--- config.mk ---
export PLATFORM = sky130hd
export DESIGN_NAME = mem_arbiter
export DESIGN_NICKNAME = d
export VERILOG_FILES = /design/src/rtl/mem_arb_pkg.sv /design/src/rtl/mem_arbiter_rr_arbiter.sv /design/src/rtl/mem_arbiter.sv
export SDC_FILE = /design/constraint.sdc
export NUM_CORES = 1
export LEC_CHECK = 0
export CORE_MARGIN = 2
export CORE_UTILIZATION = 29
export DETAILED_ROUTE_END_ITERATION = 8
export GPL_ROUTABILITY_DRIVEN = 0
export GPL_TIMING_DRIVEN = 0
export PLACE_DENSITY = 0.69
export SYNTH_ARGS = -nofsm -noshare
export SYNTH_HDL_FRONTEND = slang
export SYNTH_SLANG_ARGS = --single-unit
--- constraint.sdc ---
create_clock -name clk -period 1.5 [get_ports clk]
set_input_delay 0.225 -clock clk [delete_from_list [all_inputs] [get_ports clk]]
set_output_delay 0.225 -clock clk [all_outputs]
set_load 0.05 [all_outputs]
--- src/rtl/mem_arb_pkg.sv ---
// Shared types and default widths for the memory arbiter and the `mem` block.
//   mem_arb_state_t : arbiter FSM states (IDLE waits for a request, ACCESS drives mem)
//   ADDR_WIDTH      : default `mem` address width
//   DATA_WIDTH      : default `mem` data width
//   idx_width()     : bits needed to index n requesters (at least 1)
package mem_arb_pkg;

    localparam int unsigned ADDR_WIDTH = 16;
    localparam int unsigned DATA_WIDTH = 32;

    typedef enum logic {
        IDLE   = 1'b0,
        ACCESS = 1'b1
    } mem_arb_state_t;

    function automatic int unsigned idx_width(input int unsigned n);
        return (n > 1) ? $clog2(n) : 1;
    endfunction

endpackage

--- src/rtl/mem_arbiter_rr_arbiter.sv ---
// Combinational round-robin pick: the first eligible index strictly after
// the last-grant pointer, wrapping from N_REQ-1 back to 0.
//   eligible  : requesters allowed to win this cycle
//   last      : index granted most recently
//   grant     : one-hot winner (all zero when nothing is eligible)
//   grant_idx : binary index of the winner (0 when nothing is eligible)
//   any_grant : some requester is eligible
module rr_arbiter
    import mem_arb_pkg::*;
#(
    parameter int unsigned N_REQ = 2,
    localparam int unsigned IDX_W = idx_width(N_REQ)
) (
    input  logic [N_REQ-1:0] eligible,
    input  logic [IDX_W-1:0] last,
    output logic [N_REQ-1:0] grant,
    output logic [IDX_W-1:0] grant_idx,
    output logic             any_grant
);

    int unsigned cand;

    // Scan N_REQ candidates starting one past the last winner.
    always_comb begin
        grant     = '0;
        grant_idx = '0;
        any_grant = 1'b0;
        cand      = 0;
        for (int unsigned k = 1; k <= N_REQ; k++) begin
            cand = 32'(last) + k;
            if (cand >= N_REQ) begin
                cand = cand - N_REQ;
            end
            if (!any_grant && eligible[cand[IDX_W-1:0]]) begin
                any_grant                = 1'b1;
                grant[cand[IDX_W-1:0]]   = 1'b1;
                grant_idx                = IDX_W'(cand);
            end
        end
    end

endmodule

--- src/rtl/mem_arbiter.sv ---
// Shares the single-port `mem` block between N_REQ requesters using
// round-robin arbitration and a per-requester req/ack handshake. Each
// access takes one ACCESS cycle; ack pulses for one cycle afterwards.
//   clk, rst_n : clock, asynchronous active-low reset
//   req        : per-requester request, held until ack
//   req_wr     : per-requester 1 = write, 0 = read
//   req_addr   : per-requester address
//   req_wdata  : per-requester write data
//   ack        : one-cycle completion pulse per requester
//   rdata      : per-requester read data, held until that requester's next read
//   mem_rd     : `mem` read strobe
//   mem_wr     : `mem` write strobe
//   mem_addr   : `mem` address (meaningful only while a strobe is high)
//   mem_wdata  : `mem` write data
//   mem_rdata  : `mem` combinational read data (valid only while mem_rd=1)
module mem_arbiter
    import mem_arb_pkg::*;
#(
    parameter int unsigned N_REQ      = 2,
    parameter int unsigned ADDR_WIDTH = mem_arb_pkg::ADDR_WIDTH,
    parameter int unsigned DATA_WIDTH = mem_arb_pkg::DATA_WIDTH
) (
    input  logic                                 clk,
    input  logic                                 rst_n,
    input  logic [N_REQ-1:0]                     req,
    input  logic [N_REQ-1:0]                     req_wr,
    input  logic [N_REQ-1:0][ADDR_WIDTH-1:0]     req_addr,
    input  logic [N_REQ-1:0][DATA_WIDTH-1:0]     req_wdata,
    output logic [N_REQ-1:0]                     ack,
    output logic [N_REQ-1:0][DATA_WIDTH-1:0]     rdata,
    output logic                                 mem_rd,
    output logic                                 mem_wr,
    output logic [ADDR_WIDTH-1:0]                mem_addr,
    output logic [DATA_WIDTH-1:0]                mem_wdata,
    input  logic [DATA_WIDTH-1:0]                mem_rdata
);

    localparam int unsigned IDX_W = idx_width(N_REQ);

    mem_arb_state_t   state;
    mem_arb_state_t   next_state;
    logic             load;
    logic             finish;

    logic [N_REQ-1:0] eligible;
    logic [N_REQ-1:0] rr_grant;
    logic [IDX_W-1:0] rr_idx;
    logic             rr_any;

    logic [IDX_W-1:0] last_ptr;
    logic [N_REQ-1:0] op_grant;
    logic [IDX_W-1:0] op_idx;
    logic             op_wr;

    // A requester whose ack is high this cycle still holds req; keep it out.
    assign eligible = req & ~ack;

    rr_arbiter #(
        .N_REQ     (N_REQ)
    ) u_rr (
        .eligible  (eligible),
        .last      (last_ptr),
        .grant     (rr_grant),
        .grant_idx (rr_idx),
        .any_grant (rr_any)
    );

    // State register.
    always_ff @(posedge clk or negedge rst_n) begin
        if (!rst_n) begin
            state <= IDLE;
        end else begin
            state <= next_state;
        end
    end

    // Next state plus the load/finish strobes that steer the datapath.
    always_comb begin
        next_state = state;
        load       = 1'b0;
        finish     = 1'b0;
        case (state)
            IDLE: begin
                if (rr_any) begin
                    next_state = ACCESS;
                    load       = 1'b1;
                end
            end
            ACCESS: begin
                next_state = IDLE;
                finish     = 1'b1;
            end
            default: begin
                next_state = IDLE;
            end
        endcase
    end

    // Grant latch, mem strobes and response registers. Strobes are flops with
    // async clear, so reset drops them at once and an interrupted write is lost.
    always_ff @(posedge clk or negedge rst_n) begin
        if (!rst_n) begin
            last_ptr  <= IDX_W'(N_REQ - 1);
            op_grant  <= '0;
            op_idx    <= '0;
            op_wr     <= 1'b0;
            mem_rd    <= 1'b0;
            mem_wr    <= 1'b0;
            mem_addr  <= '0;
            mem_wdata <= '0;
            ack       <= '0;
            rdata     <= '0;
        end else begin
            ack <= '0;
            if (load) begin
                last_ptr  <= rr_idx;
                op_grant  <= rr_grant;
                op_idx    <= rr_idx;
                op_wr     <= req_wr[rr_idx];
                mem_rd    <= ~req_wr[rr_idx];
                mem_wr    <= req_wr[rr_idx];
                mem_addr  <= req_addr[rr_idx];
                mem_wdata <= req_wdata[rr_idx];
            end
            if (finish) begin
                mem_rd <= 1'b0;
                mem_wr <= 1'b0;
                ack    <= op_grant;
                if (!op_wr) begin
                    rdata[op_idx] <= mem_rdata;
                end
            end
        end
    end

    // Handshake and bus sanity.
    a_ack_onehot0: assert property (@(posedge clk) disable iff (!rst_n) $onehot0(ack));
    a_strobe_excl: assert property (@(posedge clk) disable iff (!rst_n) !(mem_rd && mem_wr));

endmodule

# ---- Word level (Yosys, flattened, before mapping)
# Index checks and enable logic that the tools add are counted.
dict set report totals {
  memories 0
  rom_bits 0
  in_bits 134
  reg_bits 122
  latch_bits 0
  output_inout_bits 116
  ram_bits 0
}
dict set report classes {
  bitwise_logic 6
  n_addsub 4
  muxes 34
  div 0
  n_shift 0
  n_lt_le_gt_ge 9
  eq_ne 0
  n_reduce_logical 7
  n_mul 0
}
# cell n
set op_table {}
lappend op_table {{$mux 32} 3}
lappend op_table {{$bwmux 64} 1}
lappend op_table {{$demux 32 s1} 1}
lappend op_table {{$mux 16} 2}
lappend op_table {{$mux 1} 21}
lappend op_table {{$lt 1x2->1 const B} 4}
lappend op_table {{$mux 2} 3}
lappend op_table {{$logic_and 1x1->1} 4}
lappend op_table {{$add 1x2->3 const B} 1}
lappend op_table {{$ge 1x1->1 const B} 3}
lappend op_table {{$ge 3x2->1 const B} 1}
lappend op_table {{$not 1->1} 3}
lappend op_table {{$add 1x1->2 const B} 1}
lappend op_table {{$and 2x2->2} 1}
lappend op_table {{$demux 1 s1} 2}
lappend op_table {{$ge 2x2->1 const B} 1}
lappend op_table {{$not 2->2} 1}
lappend op_table {{$or 2x2->2} 1}
lappend op_table {{$pmux 1 s2} 1}
lappend op_table {{$reduce_and 2->1} 1}
lappend op_table {{$reduce_bool 2->1} 1}
lappend op_table {{$sub 1x1->1 const B} 2}
lappend op_table {{$logic_not 1->1} 1}

# ---- Longest topological paths before layout
# Gate-level depths: netlist (run 1).
dict set report depth {
  ltp_word 14
  ltp_mapped 7
  mapped_depth_nobuf 5
}

# ---- Cells and area by module
# From an unflattened synthesis (run 1), not the netlist that was laid out.
dict set report hier_totals {
  cells_unflattened 323
  area_unflattened_um2 5159.9
}
# mod area_per_inst_um2 cells_per_inst n_inst
set modules_own_cells {}
lappend modules_own_cells {mem_arbiter 5127.4 318 1}
lappend modules_own_cells {rr_arbiter 32.5 5 1}

# ---- Least setup slack after synthesis (run 1)
# Ideal clock, no wire load.
dict set report synth_path {
  path_type {reg2reg}
  from {register ack[1]}
  to {register mem_rd}
  period_less_slack_ns 1.569
  slack_ns -0.069
  stages_incl_launch_ff 6
  required_time_ns 1.379
  t_arrival_ns 1.448
  n_path_buf 1
  cell_sequence {dfrtp_1 nand2b_1 a21o_1 buf_6 mux2i_1 a22o_1}
}
dict set report synth_via {
  elab_chain_len 13
}
# element line
set synth_lines {}
lappend synth_lines {{start: declaration} mem_arbiter.sv:29} ;# output logic [N_REQ-1:0] ack,
lappend synth_lines {{start signal: assignment} mem_arbiter.sv:128} ;# ack <= op_grant;
lappend synth_lines {{$not 2->2 *} mem_arbiter.sv:56} ;# assign eligible = req & ~ack;
lappend synth_lines {{$and 2x2->2 *} mem_arbiter.sv:56}
lappend synth_lines {{$mux 1 (implied by the code) (2 in a row)} mem_arbiter_rr_arbiter.sv:34} ;# if (!any_grant && eligible[cand[IDX_W-1:0]]) begin
lappend synth_lines {{$mux 1} mem_arbiter_rr_arbiter.sv:34}
lappend synth_lines {{$logic_not 1->1} mem_arbiter_rr_arbiter.sv:34}
lappend synth_lines {{$logic_and 1x1->1} mem_arbiter_rr_arbiter.sv:34}
lappend synth_lines {{$mux 1} mem_arbiter_rr_arbiter.sv:34}
lappend synth_lines {{$mux 1 (implied by the code) (2 in a row)} mem_arbiter.sv:120} ;# mem_rd <= ~req_wr[rr_idx];
lappend synth_lines {{$not 1->1} mem_arbiter.sv:120}
lappend synth_lines {{$mux 1} mem_arbiter.sv:115} ;# if (load) begin
lappend synth_lines {{$mux 1} mem_arbiter.sv:125} ;# if (finish) begin
lappend synth_lines {{end signal: assignment} mem_arbiter.sv:120}
lappend synth_lines {{end: declaration} mem_arbiter.sv:31} ;# output logic mem_rd,
# Mark *: on every way between the ends. The rest lies on a longest branch, timed or not. The select of a mux whose other input is x is not followed.
# A chain may end at the register's enable or synchronous reset.

# ---- Worst setup path after layout (run 1)
dict set report layout_path {
  from {register ack[0]}
  to {register mem_addr[14]}
}
dict set report layout_via {
  elab_chain_len 10
}
# element line
set layout_lines {}
lappend layout_lines {{$not 2->2 *} mem_arbiter.sv:56}
lappend layout_lines {{$and 2x2->2 *} mem_arbiter.sv:56}
lappend layout_lines {{$mux 1 (implied by the code) (2 in a row)} mem_arbiter_rr_arbiter.sv:34}
lappend layout_lines {{$mux 1} mem_arbiter_rr_arbiter.sv:34}
lappend layout_lines {{$logic_not 1->1} mem_arbiter_rr_arbiter.sv:34}
lappend layout_lines {{$logic_and 1x1->1} mem_arbiter_rr_arbiter.sv:34}
lappend layout_lines {{$mux 1} mem_arbiter_rr_arbiter.sv:34}
lappend layout_lines {{$mux 16 (implied by the code) or $mux 1 (tied branches)} {mem_arbiter.sv:122, mem_arbiter.sv:84}}
lappend layout_lines {{$mux 16 (implied by the code) or $mux 1 (tied branches)} {mem_arbiter.sv:122, mem_arbiter.sv:82}}
lappend layout_lines {{end signal: assignment} mem_arbiter.sv:122} ;# mem_addr <= req_addr[rr_idx];
lappend layout_lines {{end: declaration} mem_arbiter.sv:33} ;# output logic [ADDR_WIDTH-1:0] mem_addr,
# Marks and branches as above.

==> run summary, run 1 <==
status = finished, final reports clean
Reg2Reg Depth = 6
Post-route DRC = 0
syn nets = 567
CP arrival = 1.73 ns
Worst R2R Setup Slack = 0.06 ns
hold slack = 0.3082 ns
RR Endpoint = mem_addr[14]
io pins = 250
clock buffer depth = 2
Slew Limit Fails = 0
Inserted Clock Buffers = 17
area delta synth->final = 69.36%
Clock Skew = 0.008050 ns
Main synth FF type = dfrtp_1
port bufs = 249
final WL = 14,810 um
minimum clock period = 1.442 ns
first-pass GRT wire length = 23,140 um
crit path kind = flop to flop
Critical Path End = mem_addr[14]
Max Cap Viol = 0
Worst VDD drop = 1.220 mV
Gate Count Post-Synth = 433
WL/cell = 15.65 um
worst-skew pair later-pin latency = 0.41 ns
GR Util All Layers = 0.1639
layout cells sized above 1 = 0.3564
number of synthesized flops with an enable pin = 0
vias = 4,260
Die Y = 135.6 um
worst min-delay path category = input pin to asynchronous set/reset pin
# setup viols final = 0
Switching Share = 0.4852
fillers = 1,635
CP Launch Type = flop
synth top area cells = dfrtp_1 60%, mux2_2 13%, a21oi_1 9.7%
vias in the first global route = 4,347
sequential share of the synthesized area = 0.6086
HPWL after DPL = 10,770 um
drt first-iter violations = 155
Pint = 11.65 mW
Post-Syn Area per Cell = 11.59 um^2
vias per cell = 4.503
GRT overflow = 0
initial antenna violation count = 0
Die Wd = 135.6 um
post-synth top area cell = dfrtp_1
RSZ-0062 raised after global routing = yes
Clock Sinks = 122
# rows = 48
overall power = 22.63 mW
Finished Cell Area = 8499 um^2
yosys warns = 0
core area = 17,120 um^2
setup TNS = 0 ns
async set or reset register ratio after synthesis = 1.000
sw power = 10.98 mW
antenna violation net count after detailed routing = 0
fin cells = 946
Lkg Pwr = 3.665 nW
Seq cells post-synth = 122
largest net degree at the start of global routing = 81
placed insts = 908
full die area = 18,370 um^2
router iterations before antenna repair = 4
Distinct cells, synth = 25
dpl cell area = 7824 um^2
CTS tree = yes
PwrDens = 2663 nW/um^2
Gate power share = 0.574
Critical Path RT = 1.79 ns
Clock Pin Slew Worst Setup and Hold Paths = 0.06 ns
endpoint type of the worst setup path = flop
H-tree Lvls = 4
top cell type's share of synthesized area = 0.6033
layout net count = 844
Fin. Hold Viols = 0
crit path max fanout = 10
CTS Root Cell = clkbuf_16
Cell Area, Synth = 5019 um^2
Initial Util = 0.2932
sequential share of power = 0.260
number of diodes = 0
Worst Tran Pin Value = 0.4396 ns
Final period util = 0.9611
headroom to the max-slew limit = 0.7069
clock share of power = 0.166
Peak Freq = 693.6 MHz
Crit. Startpoint = ack[0]
R2R Path Start = ack[0]
## kinds of logic after synthesis
family / share of synthesized area
mux: 0.1456
flops: 0.6086
simple gates: 0.09250
compound gates: 0.1090
buf+inv: 0.04438
## worst min path at each step
| stage | from | to | slack [ns] | cells past startpoint |
|---|---|---|---|---|
| final | rst_n | rdata[34] | 0.31 | 2 |
| after global routing | rst_n | rdata[7] | 0.34 | 2 |
| after CTS | rst_n | rdata[34] | 0.32 | 2 |
| after detailed placement | rst_n | rdata[34] | 0.19 | 1 |
| after global placement | op_grant[1] | op_grant[1] | 0.45 | 2 |
| after floorplan | rst_n | ack[0] | -0.07 | 0 |
## per-stage QoR
stage                     setup slack (ns)  utilization
after global placement              -5.333       0.4554
after CTS                       0.00007638       0.4999
after detailed placement           -0.4004       0.4571
final                              0.05830       0.4966
after floorplan                    0.01961            -
after global routing             -0.007124       0.4966
## worst max-delay path, cell delays in order, from the launching register on
cell,delay [ns]
dfrtp_2,0.43
nand2b_4,0.15
a21o_1,0.18
buf_6,0.15
buf_4,0.18
a21oi_1,0.12
a21oi_1,0.09
## synth_stat cells, types with 2 or more instances
cell,number
a21o_1,2
a21oi_1,97
and2_1,2
buf_2,14
buf_4,4
buf_6,10
dfrtp_1,121
mux2_1,5
mux2_2,59
nand2_1,52
nor2_1,50
o21ai_0,4
## metal layers
| metal | track usage | part of all wire | up-vias |
|---|---|---|---|
| met3 | 0.06285 | 0.084 | 14 |
| met4 | 0.04861 | 0.012 | 0 |
| li1 | - | - | 2032 |
| met5 | 0 | 0 | - |
| met1 | 0.1980 | 0.42 | 2052 |
| met2 | 0.2719 | 0.48 | 162 |
## power groups by stage
stage          combinational [mW]  sequential [mW]  clock, mW
2_1_floorplan                3.22             11.4          0
3_3_place_gp                 13.4             5.86          0
3_5_place_dp                 13.5             5.93          0
4_1_cts                      13.1             5.89       3.87
5_1_grt                      13.7             6.09       4.05
6_report                     13.0             5.87       3.76
## repair_timing
action	in CTS	in global routing
setup buffers	3	4
pin swaps	0	0
hold buffers	1	0
endpoints found under the hold margin	42	0
endpoints found under the setup margin	213	134
resized for setup	328	60
gates cloned	0	0
## registers in the layout, indices dropped and copies added (netlist names)
| signal | cells |
|---|---|
| ack | 2 |
| last_ptr | 1 |
| mem_addr | 16 |
| mem_rd | 1 |
| mem_wdata | 32 |
| mem_wr | 1 |
| op_grant | 2 |
| op_idx | 1 |
| op_wr | 1 |
| rdata | 64 |
| state | 1 |
## cell usage in the layout (no fill, tap or decap)
| master | synthesis | layout |
|---|---|---|
| clkdlybuf4s50_1 | 0 | 132 |
| dfrtp_1 | 121 | 119 |
| a21oi_1 | 97 | 91 |
| clkdlybuf4s15_2 | 0 | 83 |
| mux2_2 | 59 | 59 |
| nand2_1 | 52 | 52 |
| nor2_1 | 50 | 50 |
| clkbuf_2 | 0 | 33 |
| clkbuf_16 | 0 | 17 |
| buf_4 | 4 | 15 |
| buf_6 | 10 | 8 |
| a21oi_2 | 1 | 7 |
| buf_8 | 0 | 5 |
| mux2_1 | 5 | 5 |
| o21ai_0 | 4 | 4 |
| clkinvlp_4 | 0 | 4 |
| buf_2 | 14 | 3 |
| clkbuf_4 | 0 | 3 |
| buf_12 | 0 | 3 |
| clkinv_4 | 0 | 3 |
| clkinv_2 | 0 | 3 |
| nand2b_4 | 1 | 2 |
| a21o_1 | 2 | 2 |
| and2_1 | 2 | 2 |
| dfrtp_2 | 0 | 2 |
| inv_8 | 0 | 1 |
| nand3b_1 | 1 | 1 |
| nor2b_4 | 1 | 1 |
| o22a_1 | 1 | 1 |
| nor3b_4 | 1 | 1 |
| mux2i_1 | 1 | 1 |
| and3b_1 | 1 | 1 |
| a22o_1 | 1 | 1 |
| bufinv_16 | 0 | 1 |
| clkbuf_1 | 0 | 1 |
| clkbuf_8 | 0 | 1 |
| dlygate4sd3_1 | 0 | 1 |
| dfstp_2 | 1 | 1 |
| buf_16 | 0 | 1 |
## area by class of cell
| cell class | instances | area [um^2] | area share |
|---|---|---|---|
| multi-input combinational | 281 | 1772 | 0.2085 |
| timing repair buffer | 258 | 2535 | 0.2982 |
| buffer | 29 | 299.0 | 0.03518 |
| inverter | 1 | 11.26 | 0.001325 |
| clock inverter | 11 | 101.3 | 0.01192 |
| sequential | 122 | 3057 | 0.3596 |
| tap | 225 | 281.5 | 0.03312 |
| clock buffer | 19 | 442.9 | 0.05211 |
No activity file was read; power rests on OpenSTA's default activity.
==> run 2: changes to the inputs <==
--- a/config.mk
+++ b/config.mk
@@ -5,7 +5,7 @@
 export SDC_FILE = /design/constraint.sdc
 export NUM_CORES = 1
 export LEC_CHECK = 0
-export CORE_MARGIN = 2
+export CORE_MARGIN = 5
 export CORE_UTILIZATION = 29
 export DETAILED_ROUTE_END_ITERATION = 8
 export GPL_ROUTABILITY_DRIVEN = 0
==> run 2 against run 1 <==
  * Sequential share of layout area down 0.40 points
  * Largest power group unchanged
  * Core utilization is 0.56 points higher
  * Die area grew 9.0%
  * Largest cell class unchanged
==> run summary, run 2 (synthesized netlist as in run 1, its figures left out) <==
sequential share of power = 0.254 (was 0.260)
CP cell instances = nand2b_4, a21o_1, buf_6, buf_2, a21oi_1, a21oi_1 (was nand2b_4, a21o_1, buf_6, buf_4, a21oi_1, a21oi_1)
CP Launch Type = flop (unchanged)
Worst VDD drop = 1.241 mV (was 1.220 mV)
worst min-delay path category = input pin to asynchronous set/reset pin (unchanged)
Reg2Reg Depth = 6 (unchanged)
dpl cell area = 7824 um^2 (unchanged)
final WL = 15,180 um (was 14,810 um)
Stages on worst setup path = 6 (unchanged)
CTS Root Cell = clkbuf_16 (unchanged)
drt first-iter violations = 135 (was 155)
router iterations before antenna repair = 4 (unchanged)
first-pass GRT wire length = 24,050 um (was 23,140 um)
most frequent cells in the layout = 132 x clkdlybuf4s50_1, 119 x dfrtp_1, 91 x clkdlybuf4s15_2 (was 132 x clkdlybuf4s50_1, 119 x dfrtp_1, 91 x a21oi_1)
H-tree Lvls = 4 (unchanged)
most common cell after layout, fill and taps aside = clkdlybuf4s50_1 (unchanged)
M1 wire length = 6274 um (was 6209 um)
WL met2 = 7175 um (was 7164 um)
endpoint type of the worst setup path = flop (unchanged)
largest register by flop count = rdata (unchanged)
Initial Util = 0.2932 (unchanged)
number of diodes = 0 (unchanged)
Lkg Pwr = 3.694 nW (was 3.665 nW)
setup TNS = 0 ns (unchanged)
layout net count = 844 (unchanged)
Finished Cell Area = 8596 um^2 (was 8499 um^2)
layout cells sized above 1 = 0.3624 (was 0.3564)
GR Util All Layers = 0.1519 (was 0.1639)
CP most frequent cell = a21oi_1 (unchanged)
# setup viols final = 0 (unchanged)
Peak Freq = 685.5 MHz (was 693.6 MHz)
worst-skew pair later-pin latency = 0.41 ns (about the same)
Critical Path RT = 1.79 ns (about the same)
PwrDens = 2684 nW/um^2 (was 2663 nW/um^2)
# rows = 48 (unchanged)
Switching Share = 0.4789 (was 0.4852)
Clock Pin Slew Worst Setup and Hold Paths = 0.06 ns (about the same)
Pint = 12.02 mW (was 11.65 mW)
vias per cell = 4.495 (was 4.503)
Fin. Hold Viols = 0 (unchanged)
CP Buf/Inv Count = 2 (unchanged)
Max Cap Viol = 0 (unchanged)
port bufs = 249 (unchanged)
HPWL after DPL = 11,180 um (was 10,770 um)
Regs by FF count = rdata x64, mem_wdata x32, mem_addr x16 (unchanged)
clock share of power = 0.182 (was 0.166)
Inserted Clock Buffers = 17 (unchanged)
sw power = 11.05 mW (was 10.98 mW)
minimum clock period = 1.459 ns (was 1.442 ns)
Crit path largest cell delay = 0.44 ns (was 0.43 ns)
core area = 17,120 um^2 (unchanged)
CTS tree = yes (unchanged)
WL/cell = 16.01 um (was 15.65 um)
max reg flops = 64 (unchanged)
status = finished, final reports clean (unchanged)
CP arrival = 1.75 ns (was 1.73 ns)
vias in the first global route = 4,404 (was 4,347)
GRT overflow = 0 (unchanged)
area delta synth->final = 71.28% (was 69.36%)
Gate power share = 0.564 (was 0.574)
Clock Skew = 0.007413 ns (was 0.008050 ns)
Core Util, Final = 0.5022 (was 0.4966)
largest net degree at the start of global routing = 69 (was 81)
Die Y = 141.6 um (was 135.6 um)
R2R Path Start = ack[0] (unchanged)
Crit. Startpoint = ack[0] (unchanged)
Post-route DRC = 0 (unchanged)
Die Wd = 141.6 um (was 135.6 um)
Worst Tran Pin Value = 0.5469 ns (was 0.4396 ns)
Highest Signal Layer = met4 (unchanged)
Slew Limit Fails = 0 (unchanged)
crit-path leading delay family = flip-flops (unchanged)
vias = 4,261 (was 4,260)
crit path max fanout = 10 (unchanged)
headroom to the max-slew limit = 0.6354 (was 0.7069)
Final period util = 0.9725 (was 0.9611)
Clock Sinks = 122 (unchanged)
Crit-path slowest cell = dfrtp_2 (unchanged)
full die area = 20,040 um^2 (was 18,370 um^2)
met3 wire len = 1514 um (was 1245 um)
clock buffer depth = 2 (unchanged)
crit path kind = flop to flop (unchanged)
io pins = 250 (unchanged)
RSZ-0062 raised after global routing = yes (unchanged)
initial antenna violation count = 0 (unchanged)
antenna violation net count after detailed routing = 0 (unchanged)
[run 2: changes by cell type in the layout (fill, tap and decap cells not counted), sizes merged]
cell           previous run  this run
bufinv                    1         3
clkinv                    6         8
clkbuf                   55        44
buf                      35        36
clkinvlp                  4         1
inv                       1         3
clkdlybuf4s15            83        92
[run 2: metrics by stage]
step / hold WS (ns) / worst slack [ns] / cells / total power [mW]
floorplan: -0.07059 / 0.01961 / 433 / 14.67
detailed placement: 0.2272 / -0.3820 / 908 / 19.41
global placement: 0.4538 / -5.279 / 907 / 19.30
finish: 0.3486 / 0.04131 / 948 / 23.07
CTS: 0.3289 / 0.0009344 / 945 / 23.29
global route: 0.3320 / -0.04366 / 948 / 24.30
[run 2: final cells by class]
type,count,area [um^2]
Fill cell,1604,8521
Sequential cell,122,3057
Timing Repair Buffer,258,2590
Multi-Input combinational cell,281,1778
Clock buffer,18,439.2
Tap cell,225,281.5
Buffer,29,271.5
Clock inverter,14,170.2
Inverter,1,8.758
[run 2: final timing paths]
kind	endpoint	slack (ns)
setup reg to reg	mem_wdata[28]	0.04
hold reg to reg	rdata[21]	0.48
min in group clk	mem_addr[5]	0.35
setup / recovery	mem_wdata[28]	0.04
hold / removal	rdata[6]	0.35
max in group asynchronous	ack[1]	0.41
[run 2: power by group through the flow]
stage	combinational (mW)	sequential, mW	clock, mW
after global placement	13.4	5.85	0
after detailed placement	13.5	5.90	0
after floorplan	3.22	11.4	0
final	13.0	5.86	4.21
after global routing	13.7	6.10	4.45
after CTS	13.1	5.86	4.32
[run 2: worst reg2reg max path, stage by stage, from the launching register on]
cell	delay, ns
dfrtp_2	0.44
nand2b_4	0.16
a21o_1	0.18
buf_6	0.14
buf_2	0.19
a21oi_1	0.15
a21oi_1	0.08
[run 2: layer usage]
metal,vias up,track usage
li1,2031,-
met1,2042,0.1867
met2,169,0.2454
met3,19,0.06100
met4,0,0.04747
met5,-,0
[run 2: repair_timing]
item                                    CTS  global route
endpoints found under the hold margin    53             0
endpoints found under the setup margin  208           128
buffers inserted                          4             3
resized for setup                       331            45
hold buffers                              1             0
==> run 3: changes to the inputs <==
--- a/config.mk
+++ b/config.mk
@@ -7,6 +7,7 @@
 export LEC_CHECK = 0
 export CORE_MARGIN = 5
 export CORE_UTILIZATION = 29
+export CTS_CLUSTER_SIZE = 28
 export DETAILED_ROUTE_END_ITERATION = 8
 export GPL_ROUTABILITY_DRIVEN = 0
 export GPL_TIMING_DRIVEN = 0
==> results of run 3 <==
The final DEF is identical to that of run 2; final timing and power are the same.
